### src/rtl/gray_monitor.sv
// gray_monitor: decodes a gray-coded count, checks every step is +1 and tracks wraps.
// Ports:
//   Clk       rising-edge clock for all state
//   Reset     synchronous active-high reset
//   Valid     GrayIn is sampled on this edge when high
//   GrayIn    gray-coded count from an upstream gray counter
//   Binary    binary value of the last accepted gray code
//   Wrap      one-cycle pulse when an accepted step goes from all-ones to 0
//   WrapCount saturating count of wraps since reset
//   Locked    a first sample was accepted and no fault has occurred
//   Error     sticky flag for an illegal step
module gray_monitor #(
    parameter int WIDTH     = 3,
    parameter int CNT_WIDTH = 4
) (
    input  logic                 Clk,
    input  logic                 Reset,
    input  logic                 Valid,
    input  logic [WIDTH-1:0]     GrayIn,
    output logic [WIDTH-1:0]     Binary,
    output logic                 Wrap,
    output logic [CNT_WIDTH-1:0] WrapCount,
    output logic                 Locked,
    output logic                 Error
);
    typedef enum logic [1:0] {IDLE, TRACK, FAULT} state_t;
    state_t               state, state_n;
    logic [WIDTH-1:0]     gray_q, gray_n, bin_n, dec, bin_inc, diff;
    logic [CNT_WIDTH-1:0] cnt_n;
    logic                 wrap_n, locked_n, err_n, legal, at_max;
    // Each binary bit is the parity of the gray bits at and above it.
    for (genvar i = 0; i < WIDTH; i++) begin : g_dec
        assign dec[i] = ^GrayIn[WIDTH-1:i];
    end
    assign bin_inc = Binary + WIDTH'(1);
    assign diff    = GrayIn ^ gray_q;
    assign at_max  = &Binary;
    // Exactly one flipped bit and a forward step of one.
    assign legal   = (diff != '0) && ((diff & (diff - WIDTH'(1))) == '0) && (dec == bin_inc);
    always_comb begin
        state_n  = state;
        bin_n    = Binary;
        gray_n   = gray_q;
        wrap_n   = 1'b0;
        cnt_n    = WrapCount;
        locked_n = Locked;
        err_n    = Error;
        case (state)
            IDLE: begin
                if (Valid) begin
                    bin_n    = dec;
                    gray_n   = GrayIn;
                    locked_n = 1'b1;
                    state_n  = TRACK;
                end
            end
            TRACK: begin
                if (Valid && diff != '0) begin
                    if (legal) begin
                        bin_n  = dec;
                        gray_n = GrayIn;
                        wrap_n = at_max;
                        cnt_n  = (at_max && !(&WrapCount)) ? WrapCount + CNT_WIDTH'(1) : WrapCount;
                    end else begin
                        err_n    = 1'b1;
                        locked_n = 1'b0;
                        state_n  = FAULT;
                    end
                end
            end
            FAULT: err_n = 1'b1;
            default: state_n = IDLE;
        endcase
    end
    always_ff @(posedge Clk) begin
        if (Reset) begin
            state     <= IDLE;
            Binary    <= '0;
            gray_q    <= '0;
            Wrap      <= 1'b0;
            WrapCount <= '0;
            Locked    <= 1'b0;
            Error     <= 1'b0;
        end else begin
            state     <= state_n;
            Binary    <= bin_n;
            gray_q    <= gray_n;
            Wrap      <= wrap_n;
            WrapCount <= cnt_n;
            Locked    <= locked_n;
            Error     <= err_n;
        end
    end
endmodule

### config.mk
export PLATFORM = sky130hd
export DESIGN_NAME = gray_monitor
export DESIGN_NICKNAME = d
export VERILOG_FILES = /design/src/rtl/gray_monitor.sv
export SDC_FILE = /design/constraint.sdc
export NUM_CORES = 1
export LEC_CHECK = 0
export ABC_CLOCK_PERIOD_IN_PS = 2900
export CAP_MARGIN = 40
export CELL_PAD_IN_SITES_DETAIL_PLACEMENT = 0
export CELL_PAD_IN_SITES_GLOBAL_PLACEMENT = 1
export CORE_UTILIZATION = 37
export DETAILED_ROUTE_END_ITERATION = 8
export PLACE_DENSITY = 0.83
export SETUP_SLACK_MARGIN = 0.02
export SLEW_MARGIN = 40
export SYNTH_ARGS = -nofsm -noshare
export SYNTH_HDL_FRONTEND = slang
export SYNTH_SLANG_ARGS = --single-unit
### constraint.sdc
create_clock -name Clk -period 2.9 [get_ports Clk]
set_clock_uncertainty 0.1 [all_clocks]
set_input_delay 0.58 -clock Clk [delete_from_list [all_inputs] [get_ports Clk]]
set_output_delay 0.58 -clock Clk [all_outputs]
set_load 0.005 [all_outputs]
Word level (Yosys, flattened, before mapping)
Index checks and enable logic that the tools add are counted.
- add/sub/neg operators: 3
- equality and inequality tests: 7
- reduce and logical (&&, ||, !) cells: 20
- mux-type cells: 19
- bitwise gates (word level): 6
- operator list (kind ; number):
    $reduce_and A4 Y1 ; 5
    $mux W3 ; 6
    $pmux W3 S2 ; 2
    $ne A2 B2 Y1 const B ; 4
    $mux W2 ; 3
    $pmux W2 S3 ; 1
    $reduce_and A3 Y1 ; 2
    $mux W1 ; 5
    $add A4 B1 Y4 const B ; 1
    $logic_and A1 B1 Y1 ; 4
    $not A1 Y1 ; 4
    $pmux W1 S2 ; 2
    $reduce_bool A2 Y1 ; 2
    $reduce_or A4 Y1 ; 1
    $add A3 B1 Y3 const B ; 1
    $and A3 B3 Y3 ; 1
    $eq A3 B3 Y1 ; 1
    $logic_not A3 Y1 ; 1
    $reduce_bool A3 Y1 ; 1
    $reduce_xor A3 Y1 ; 1
    $sub A3 B1 Y3 const B ; 1
    $xor A3 B3 Y3 ; 1
    $eq A2 B1 Y1 const B ; 1
    $eq A2 B2 Y1 const B ; 1
    3 further kinds ; 3
- output and inout port bits: 10
- word-level logic and storage cells: 62
- register bits after elaboration: 15

Longest topological paths before layout
Gate-level depths: netlist of the first run.
- depth in word-level cells: 9
- mapped depth: 9
- mapped depth without buffers: 8

Least setup slack after synthesis of the first run
OpenSTA, ideal clock, no wires.
- kind: in2reg
- from: input port GrayIn[0]
- to: register WrapCount[3]
- library setup time: 70 ps
- setup slack: 540 ps
- cell stages on the path: 7
- data arrival time: 2190 ps
- cells stage by stage: buf_2 > xor2_1 > or3_1 > a211oi_2 > nand4_2 > or3_1 > a21oi_1
- cells in the longest elaborated chain, start to end: 7
- elaborated cells between the ends (all ways): 11
- those cells by class: 1 x add/sub; 1 x eq/ne; 2 x bitwise; 7 x reduce/logical
- RTL lines (what ; line ; source):
    start, declared ; 19 ; input logic [WIDTH-1:0] GrayIn,
    $xor A3 B3 Y3 ; 36 ; assign diff = GrayIn ^ gray_q;
    $sub A3 B1 Y3 ; 39 ; assign legal = (diff != '0) && ((diff & (diff - WIDTH'(1))) == '0) && (dec == bin_inc);
    $and A3 B3 Y3 ; 39 ;
    $logic_not A3 Y1 ; 39 ;
    $logic_and A1 B1 Y1 (2 in series) ; 39 ;
    $reduce_and A4 Y1 (no source line) (*) ; n/a ;
    end signal, assigned ; 89 ; WrapCount <= cnt_n;
    end, declared ; 22 ; output logic [CNT_WIDTH-1:0] WrapCount,
Every way passes the cells marked *; elsewhere a longest branch is shown, timed or not.
A chain may end at the register's enable or synchronous reset.

Worst setup path after layout of the first run
- from: input port GrayIn[1]
- to: register WrapCount[3]
Same word-level chain as after synthesis.

==> results of run 1 <==
==> per-layer routing <==
| layer | track usage (%) | routed length (um) |
|---|---|---|
| met5 | 0 | 0 |
| met4 | 6.67 | 22 |
| met3 | 6.67 | 65 |
| met2 | 26.4 | 718 |
| met1 | 16.1 | 678 |
==> power by group through the flow <==
| stage | Clock [mW] | Combinational, mW | Sequential, mW |
|---|---|---|---|
| final | 0.107 | 0.116 | 0.216 |
| after detailed placement | 0 | 0.117 | 0.221 |
| after CTS | 0.114 | 0.118 | 0.216 |
| after global placement | 0 | 0.116 | 0.220 |
| after floorplan | 0 | 0.0810 | 0.219 |
| after global routing | 0.123 | 0.131 | 0.218 |
==> layout make-up <==
type,count,share of cell area (%)
timing repair buffer,21,19.5
clock buffer,3,2.25
sequential,14,28.0
inverter,4,1.50
tap,27,3.37
multi-input combinational,63,45.4
==> layout by cell type (no fill, tap or decap), types with 2 or more instances in the layout <==
| master | netlist | layout |
|---|---|---|
| xnor2_1 | 6 | 6 |
| o21ai_0 | 4 | 4 |
| inv_1 | 4 | 4 |
| clkdlybuf4s50_1 | 0 | 15 |
| buf_4 | 2 | 6 |
| nand2_1 | 4 | 4 |
| a31oi_1 | 2 | 2 |
| clkbuf_4 | 0 | 3 |
| xor2_1 | 5 | 5 |
| nor2_1 | 13 | 13 |
| or3_1 | 2 | 2 |
| mux2i_1 | 7 | 7 |
| nand3_1 | 2 | 2 |
| a21oi_1 | 3 | 3 |
| ha_1 | 3 | 3 |
| dfxtp_1 | 14 | 14 |
==> synthesized netlist by cell type, drive strengths merged <==
cell / count
buf: 4
o21ai: 4
xor2: 6
a41o: 1
and3: 1
a31oi: 3
xnor2: 6
a211oi: 1
clkbuf: 2
nor2b: 1
a21oi: 3
dfxtp: 14
or3: 2
nand3: 2
nor2: 13
o31ai: 1
o41a: 1
nand2: 4
nor3: 1
nand4: 1
inv: 4
mux2i: 7
ha: 3
and2: 1
or2b: 1
==> stage by stage <==
stage | area (sq um) | hold slack, ns | util (%) | total power [mW] | std cells
2_1_floorplan | 790 | 0.336 | - | 0.300 | 87
3_3_place_gp | 980 | 0.335 | 49.4 | 0.336 | 129
3_5_place_dp | 980 | 0.340 | 49.4 | 0.338 | 129
4_1_cts | 1000 | 0.351 | 50.6 | 0.448 | 132
5_1_grt | 1000 | 0.370 | 50.6 | 0.472 | 132
6_report | 1000 | 0.346 | 50.6 | 0.439 | 132
==> flip-flops by register name, summed over array words and instances (netlist names) <==
name,flops
Binary,2
Error,1
Locked,1
Wrap,1
WrapCount,4
gray_q,3
state,2
==> worst min-delay path by stage <==
stage | start | to | slack (ns) | cells after the start
after global placement | Error$_SDFFE_PP0P_ | Error$_SDFFE_PP0P_ | 0.33 | 2
after global routing | Error$_SDFFE_PP0P_ | Error$_SDFFE_PP0P_ | 0.37 | 2
final | Error$_SDFFE_PP0P_ | Error$_SDFFE_PP0P_ | 0.35 | 2
after CTS | Error$_SDFFE_PP0P_ | Error$_SDFFE_PP0P_ | 0.35 | 2
after floorplan | Error$_SDFFE_PP0P_ | Error$_SDFFE_PP0P_ | 0.34 | 2
after detailed placement | Error$_SDFFE_PP0P_ | Error$_SDFFE_PP0P_ | 0.34 | 2
==> worst min-delay path, delay by kind of cell (launching register included) <==
| family | cells | cell delay (ns) |
|---|---|---|
| flops | 1 | 0.31 |
| buf+inv | 1 | 0.04 |
| compound gates | 1 | 0.05 |
==> logic make-up (layout without fill, tap and decap cells) <==
| group | count (synthesis) | after routing |
|---|---|---|
| simple gates | 27 | 27 |
| compound gates | 14 | 14 |
| flops | 14 | 14 |
| xor+xnor | 12 | 12 |
| buf+inv | 10 | 28 |
| mux | 7 | 7 |
| fa+ha+maj | 3 | 3 |
==> flow_metrics.py, run 1 <==
metrics = {
    "grt": {
        "grt_max_degree": 15,
        "overflow": 0,
        "antenna_found_initial": 0,
        "grtUsageTotal_pct": 15.3,
        "grt_pass1_wl_um": 2340,
        "grt_pass1_vias": 570,
    },
    "detailed_routing": {
        "wire_per_inst_um": 11.3,
        "ant_nets": 0,
        "initialDrtViolationCount": 1,
        "drt_pass1_iterations": 4,
        "num_vias": 649,
        "via_per_inst": 4.92,
        "routed_wl_um": 1490,
        "drc": 0,
    },
    "setup_path": {
        "cp_num_buf_inv": 1,
        "critical-path-max-stage-delay_ns": 0.51,
        "crit_path_end_kind": "register",
        "crit_fanout": 4,
        "critPathLaunchType": "input port",
        "cp.arrival_ns": 2.66,
        "crit_path_top_delay_cell": "clkdlybuf4s50_1",
        "path_cells": "clkdlybuf4s50_1, xor2_2, or3_1, a211oi_2, nand4_2, or3_1, a21oi_1",
        "startpoint": "GrayIn[1]",
        "reg2reg_slack_ns": 0.64,
        "path_depth": 7,
        "r2r_end": "WrapCount[3]$_SDFFE_PP0P_",
        "reg2reg_depth": 8,
        "crit_required_ns": 3.00,
        "worst_path_most_repeated_cell": "or3_1",
        "crit_type": "in -> reg",
        "worst_r2r_startpoint": "Binary[0]$_SDFFE_PP0P_",
        "critical_path.top_delay_family": "simple AND/OR/NAND/NOR gates",
        "cp-endpoint": "WrapCount[3]$_SDFFE_PP0P_",
    },
    "cts": {
        "clock_latency_ns": 0.28,
        "cts_setup_buffers": 0,
        "cts_hold_buf": 0,
        "clk_path_buf_depth": 2,
        "numClockSinks": 14,
        "cts.clk_slew.worst_paths_ns": 0.08,
        "cts_tree": "done",
        "htree_levels": 1,
        "cts-root-buf": "clkbuf_4",
        "cts_buffers": 3,
        "cts_resized": 0,
    },
    "yosys": {
        "synth_mux_area_share_pct": 8.87,
        "synth_top_family_by_area": "simple AND/OR/NAND/NOR gates",
        "synth_top_area_share_pct": 35.5,
        "synth-xor-area-share_pct": 14.3,
        "synth_compound_area_share_pct": 12.8,
        "synthCells": 87,
        "synth_fa_ha_area_share_pct": 4.75,
        "ys_seq_elements": 14,
        "synth_area_per_cell_sq_um": 9.07,
        "synthSimpleGateAreaFrac_pct": 17.0,
        "synthTopCellsByArea": "dfxtp_1, mux2i_1, xnor2_1, nor2_1, xor2_1",
        "ys_seq_area_share_pct": 35.5,
        "yosysWarnings": 0,
        "syn_area_sq_um": 790,
        "synth.distinct_cells": 29,
        "synth_area_leader_cell": "dfxtp_1",
        "synth_fp_nets": 96,
    },
    "finish": {
        "fillers": 195,
        "fin_nets": 116,
        "layout-drive-gt1-share_pct": 15.2,
        "multi_input_area_sq_um": 455,
        "diodes": 0,
        "final-seq-area_sq_um": 280,
        "syn2layout_area_growth_pct": 26.9,
    },
    "place": {
        "numPortBuffers": 15,
        "gp_congestion": 0.754,
        "hpwl_um": 1120,
        "preCtsSetupSlack_ns": 0.0482,
    },
    "sta": {
        "finalMaxSlewViolations": 0,
        "rsz0062_at_grt": "false",
        "timing.final.crit_share_pct": 88.4,
        "fmax_mhz": 390,
        "tns_ns": 0,
        "setup_viol_count_final": 0,
        "post-route-min-period_ns": 2.56,
        "slew_headroom_pct": 63.6,
        "worst_pin_slew_ns": 0.544,
        "hold_viol_final": 0,
        "worst_slack_ns": 0.337,
    },
    "floorplanning": {
        "core_sq_um": 1980,
        "start_util_pct": 39.8,
        "die_y_um": 48.2,
        "dieArea_sq_um": 2320,
        "die_w_um": 48.2,
        "row_count": 16,
        "ios": 16,
    },
    "pwr": {
        "combPwrFrac_pct": 26.5,
        "leakagePower_nw": 0.425,
        "switching_share_pct": 28.3,
        "clkPwrFrac_pct": 24.3,
        "vdd_drop_max_mv": 0.217,
        "p_switching_mw": 0.124,
        "p_per_area_nw_per_um2": 439,
        "intPower_mw": 0.315,
        "seqPwrFrac_pct": 49.2,
    },
    "worst_hold_path": {
        "hold_path.class": "reg -> reg",
    },
    "flow_run": {
        "maxCapViolations": 0,
    },
    "outcome": {
        "status": "finished clean",
    },
}
No activity file was read; power rests on OpenSTA's default activity.
==> run 2, diff against run 1 <==
--- a/config.mk
+++ b/config.mk
@@ -11,9 +11,10 @@
 export CELL_PAD_IN_SITES_GLOBAL_PLACEMENT = 1
 export CORE_UTILIZATION = 37
 export DETAILED_ROUTE_END_ITERATION = 8
+export GPL_TIMING_DRIVEN = 0
 export PLACE_DENSITY = 0.83
 export SETUP_SLACK_MARGIN = 0.02
-export SLEW_MARGIN = 40
+export SLEW_MARGIN = 25
 export SYNTH_ARGS = -nofsm -noshare
 export SYNTH_HDL_FRONTEND = slang
 export SYNTH_SLANG_ARGS = --single-unit
==> run 2 against run 1 <==
  * Flip-flop and latch count unchanged
  * Clock power up 32%
  * Wire length decreased by 3.1%
  * Final cell count is 1.5% lower
  * Worst setup slack gained 0.066 ns
  * Non-clock buffer count shrank 3
  * Sequential power hardly changed
  * Utilization shrank 1.1 points
  * Sequential share of layout area up 0.64 points
  * Critical path type unchanged
==> flow_metrics.py, run 2 (same netlist as run 1, synthesis figures left out) <==
metrics = {
    "outcome": {
        "status": "finished clean",
    },
    "grt": {
        "grt_pass1_wl_um": 2280,
        "grt_pass1_vias": 539,
        "grt_max_degree": 11,
        "overflow": 0,
        "antenna_found_initial": 0,
        "grtUsageTotal_pct": 14.3,
    },
    "detailed_routing": {
        "ant_nets": 0,
        "wire_per_inst_um": 11.1,
        "drc": 0,
        "drt_pass1_iterations": 4,
        "via_per_inst": 4.83,
        "num_vias": 628,
        "routed_wl_um": 1440,
        "initialDrtViolationCount": 6,
    },
    "cts": {
        "numClockSinks": 14,
        "cts_tree": "done",
        "cts.clk_slew.worst_paths_ns": 0.08,
        "clock_latency_ns": 0.28,
        "clk_path_buf_depth": 2,
        "htree_levels": 1,
        "cts_resized": 0,
        "cts_hold_buf": 0,
        "cts_setup_buffers": 0,
        "cts_buffers": 3,
        "cts-root-buf": "clkbuf_4",
    },
    "floorplanning": {
        "die_y_um": 48.2,
        "core_sq_um": 1980,
        "dieArea_sq_um": 2320,
        "row_count": 16,
        "ios": 16,
        "start_util_pct": 39.8,
        "die_w_um": 48.2,
    },
    "setup_path": {
        "r2r_end": "Error$_SDFFE_PP0P_",
        "critPathLaunchType": "input port",
        "crit_path_top_delay_cell": "clkdlybuf4s50_1",
        "crit_type": "in -> reg",
        "reg2reg_slack_ns": 0.58,
        "reg2reg_depth": 9,
        "worst_r2r_startpoint": "Binary[0]$_SDFFE_PP0P_",
        "crit_path_end_kind": "register",
        "critical_path.top_delay_family": "simple AND/OR/NAND/NOR gates",
        "cp.arrival_ns": 2.61,
        "cp_num_buf_inv": 1,
        "crit_fanout": 5,
        "crit_required_ns": 3.01,
        "critical-path-max-stage-delay_ns": 0.49,
        "path_cells": "clkdlybuf4s50_1, or2b_2, nor3_1, nand4_2, or3_1, a21oi_1",
    },
    "pwr": {
        "leakagePower_nw": 0.414,
        "vdd_drop_max_mv": 0.267,
        "p_per_area_nw_per_um2": 479,
    },
    "sta": {
        "timing.final.crit_share_pct": 86.1,
        "finalMaxSlewViolations": 0,
        "post-route-min-period_ns": 2.50,
        "rsz0062_at_grt": "false",
        "worst_pin_slew_ns": 0.495,
        "setup_viol_count_final": 0,
        "tns_ns": 0,
        "slew_headroom_pct": 66.7,
        "hold_viol_final": 0,
        "hold_slack_ns": 0.349,
        "fmax_mhz": 400,
    },
    "place": {
        "gp_congestion": 0.756,
        "numPortBuffers": 12,
        "dp_cells": 126,
        "hpwl_um": 1070,
    },
    "finish": {
        "diodes": 0,
        "final_common_cell": "dfxtp_1",
        "fin_nets": 113,
        "utilization_pct": 49.4,
        "top_regs": "WrapCount (4), gray_q (3)",
        "stdcell_count": 130,
        "regMostFlops": "WrapCount",
        "layout_common_cells": "dfxtp_1, nor2_1, clkdlybuf4s50_1",
        "syn2layout_area_growth_pct": 24.1,
        "layout-drive-gt1-share_pct": 14.6,
        "largest_reg_flops": 4,
    },
    "worst_hold_path": {
        "hold_path.class": "reg -> reg",
        "hold_depth": 2,
        "hp-start": "Error$_SDFFE_PP0P_",
        "hold_path_end": "Error$_SDFFE_PP0P_",
    },
    "flow_run": {
        "maxCapViolations": 0,
    },
}
==> run 2: changes by cell type in the layout (fill, tap and decap cells not counted) <==
| cell | previous run | this run |
|---|---|---|
| buf_4 | 6 | 2 |
| clkdlybuf4s50_1 | 15 | 12 |
| clkbuf_1 | 0 | 2 |
| buf_2 | 0 | 1 |
| buf_6 | 0 | 1 |
| clkbuf_8 | 0 | 1 |
==> run 2: metal layers <==
| metal | wire length (um) | share of wire, % | GRT usage, % | vias up |
|---|---|---|---|---|
| met5 | 0 | 0 | 0 | - |
| met4 | 26 | 1.8 | 6.67 | 0 |
| met3 | 33 | 2.3 | 3.33 | 4 |
| met2 | 653 | 45 | 23.2 | 10 |
| met1 | 726 | 50 | 17.8 | 283 |
| li1 | - | - | - | 331 |
==> run 2: final cells by class <==
cell class	instances	area, sq um
Fill cell	197	1000
Timing Repair Buffer	12	120
Buffer	6	38.8
Sequential cell	14	280
Inverter	4	15.0
Multi-Input combinational cell	63	455
Clock buffer	4	36.3
Tap cell	27	33.8
==> run 2: power breakdown <==
group          internal [mW]  switching [mW]  total, mW
registers              0.205          0.0112      0.216
logic                 0.0578          0.0546      0.112
clock network         0.0764          0.0643      0.141
total                  0.339           0.130      0.469
==> run 2: worst max-delay path by stage <==
| stage | start | to | slack, ns | cells after the start |
|---|---|---|---|---|
| 5_1_grt | Valid | WrapCount[3]$_SDFFE_PP0P_ | 0.27 | 6 |
| 4_1_cts | Valid | WrapCount[3]$_SDFFE_PP0P_ | 0.42 | 6 |
| 3_3_place_gp | Valid | WrapCount[3]$_SDFFE_PP0P_ | 0.15 | 6 |
| 2_1_floorplan | GrayIn[0] | WrapCount[3]$_SDFFE_PP0P_ | 0.54 | 7 |
| 6_report | Valid | WrapCount[3]$_SDFFE_PP0P_ | 0.40 | 6 |
| 3_5_place_dp | Valid | WrapCount[3]$_SDFFE_PP0P_ | 0.14 | 6 |
==> run 2: worst min-delay path, stage by stage (launching register included) <==
cell and delay (ns):
dfxtp_1 0.31, inv_1 0.05, a21oi_1 0.05
==> run 2: through the flow <==
step | power, mW | cell area, sq um | worst slack (ns)
after floorplan | 0.300 | 790 | 0.540
after global placement | 0.330 | 943 | 0.149
after detailed placement | 0.333 | 943 | 0.138
after CTS | 0.476 | 980 | 0.421
after global routing | 0.501 | 980 | 0.267
final | 0.469 | 980 | 0.403
==> run 3, diff against run 2 <==
--- a/config.mk
+++ b/config.mk
@@ -10,6 +10,7 @@
 export CELL_PAD_IN_SITES_DETAIL_PLACEMENT = 0
 export CELL_PAD_IN_SITES_GLOBAL_PLACEMENT = 1
 export CORE_UTILIZATION = 37
+export CTS_CLUSTER_DIAMETER = 150
 export DETAILED_ROUTE_END_ITERATION = 8
 export GPL_TIMING_DRIVEN = 0
 export PLACE_DENSITY = 0.83
==> results of run 3 <==
No change in the layout: final DEF, timing and power equal those of run 2.
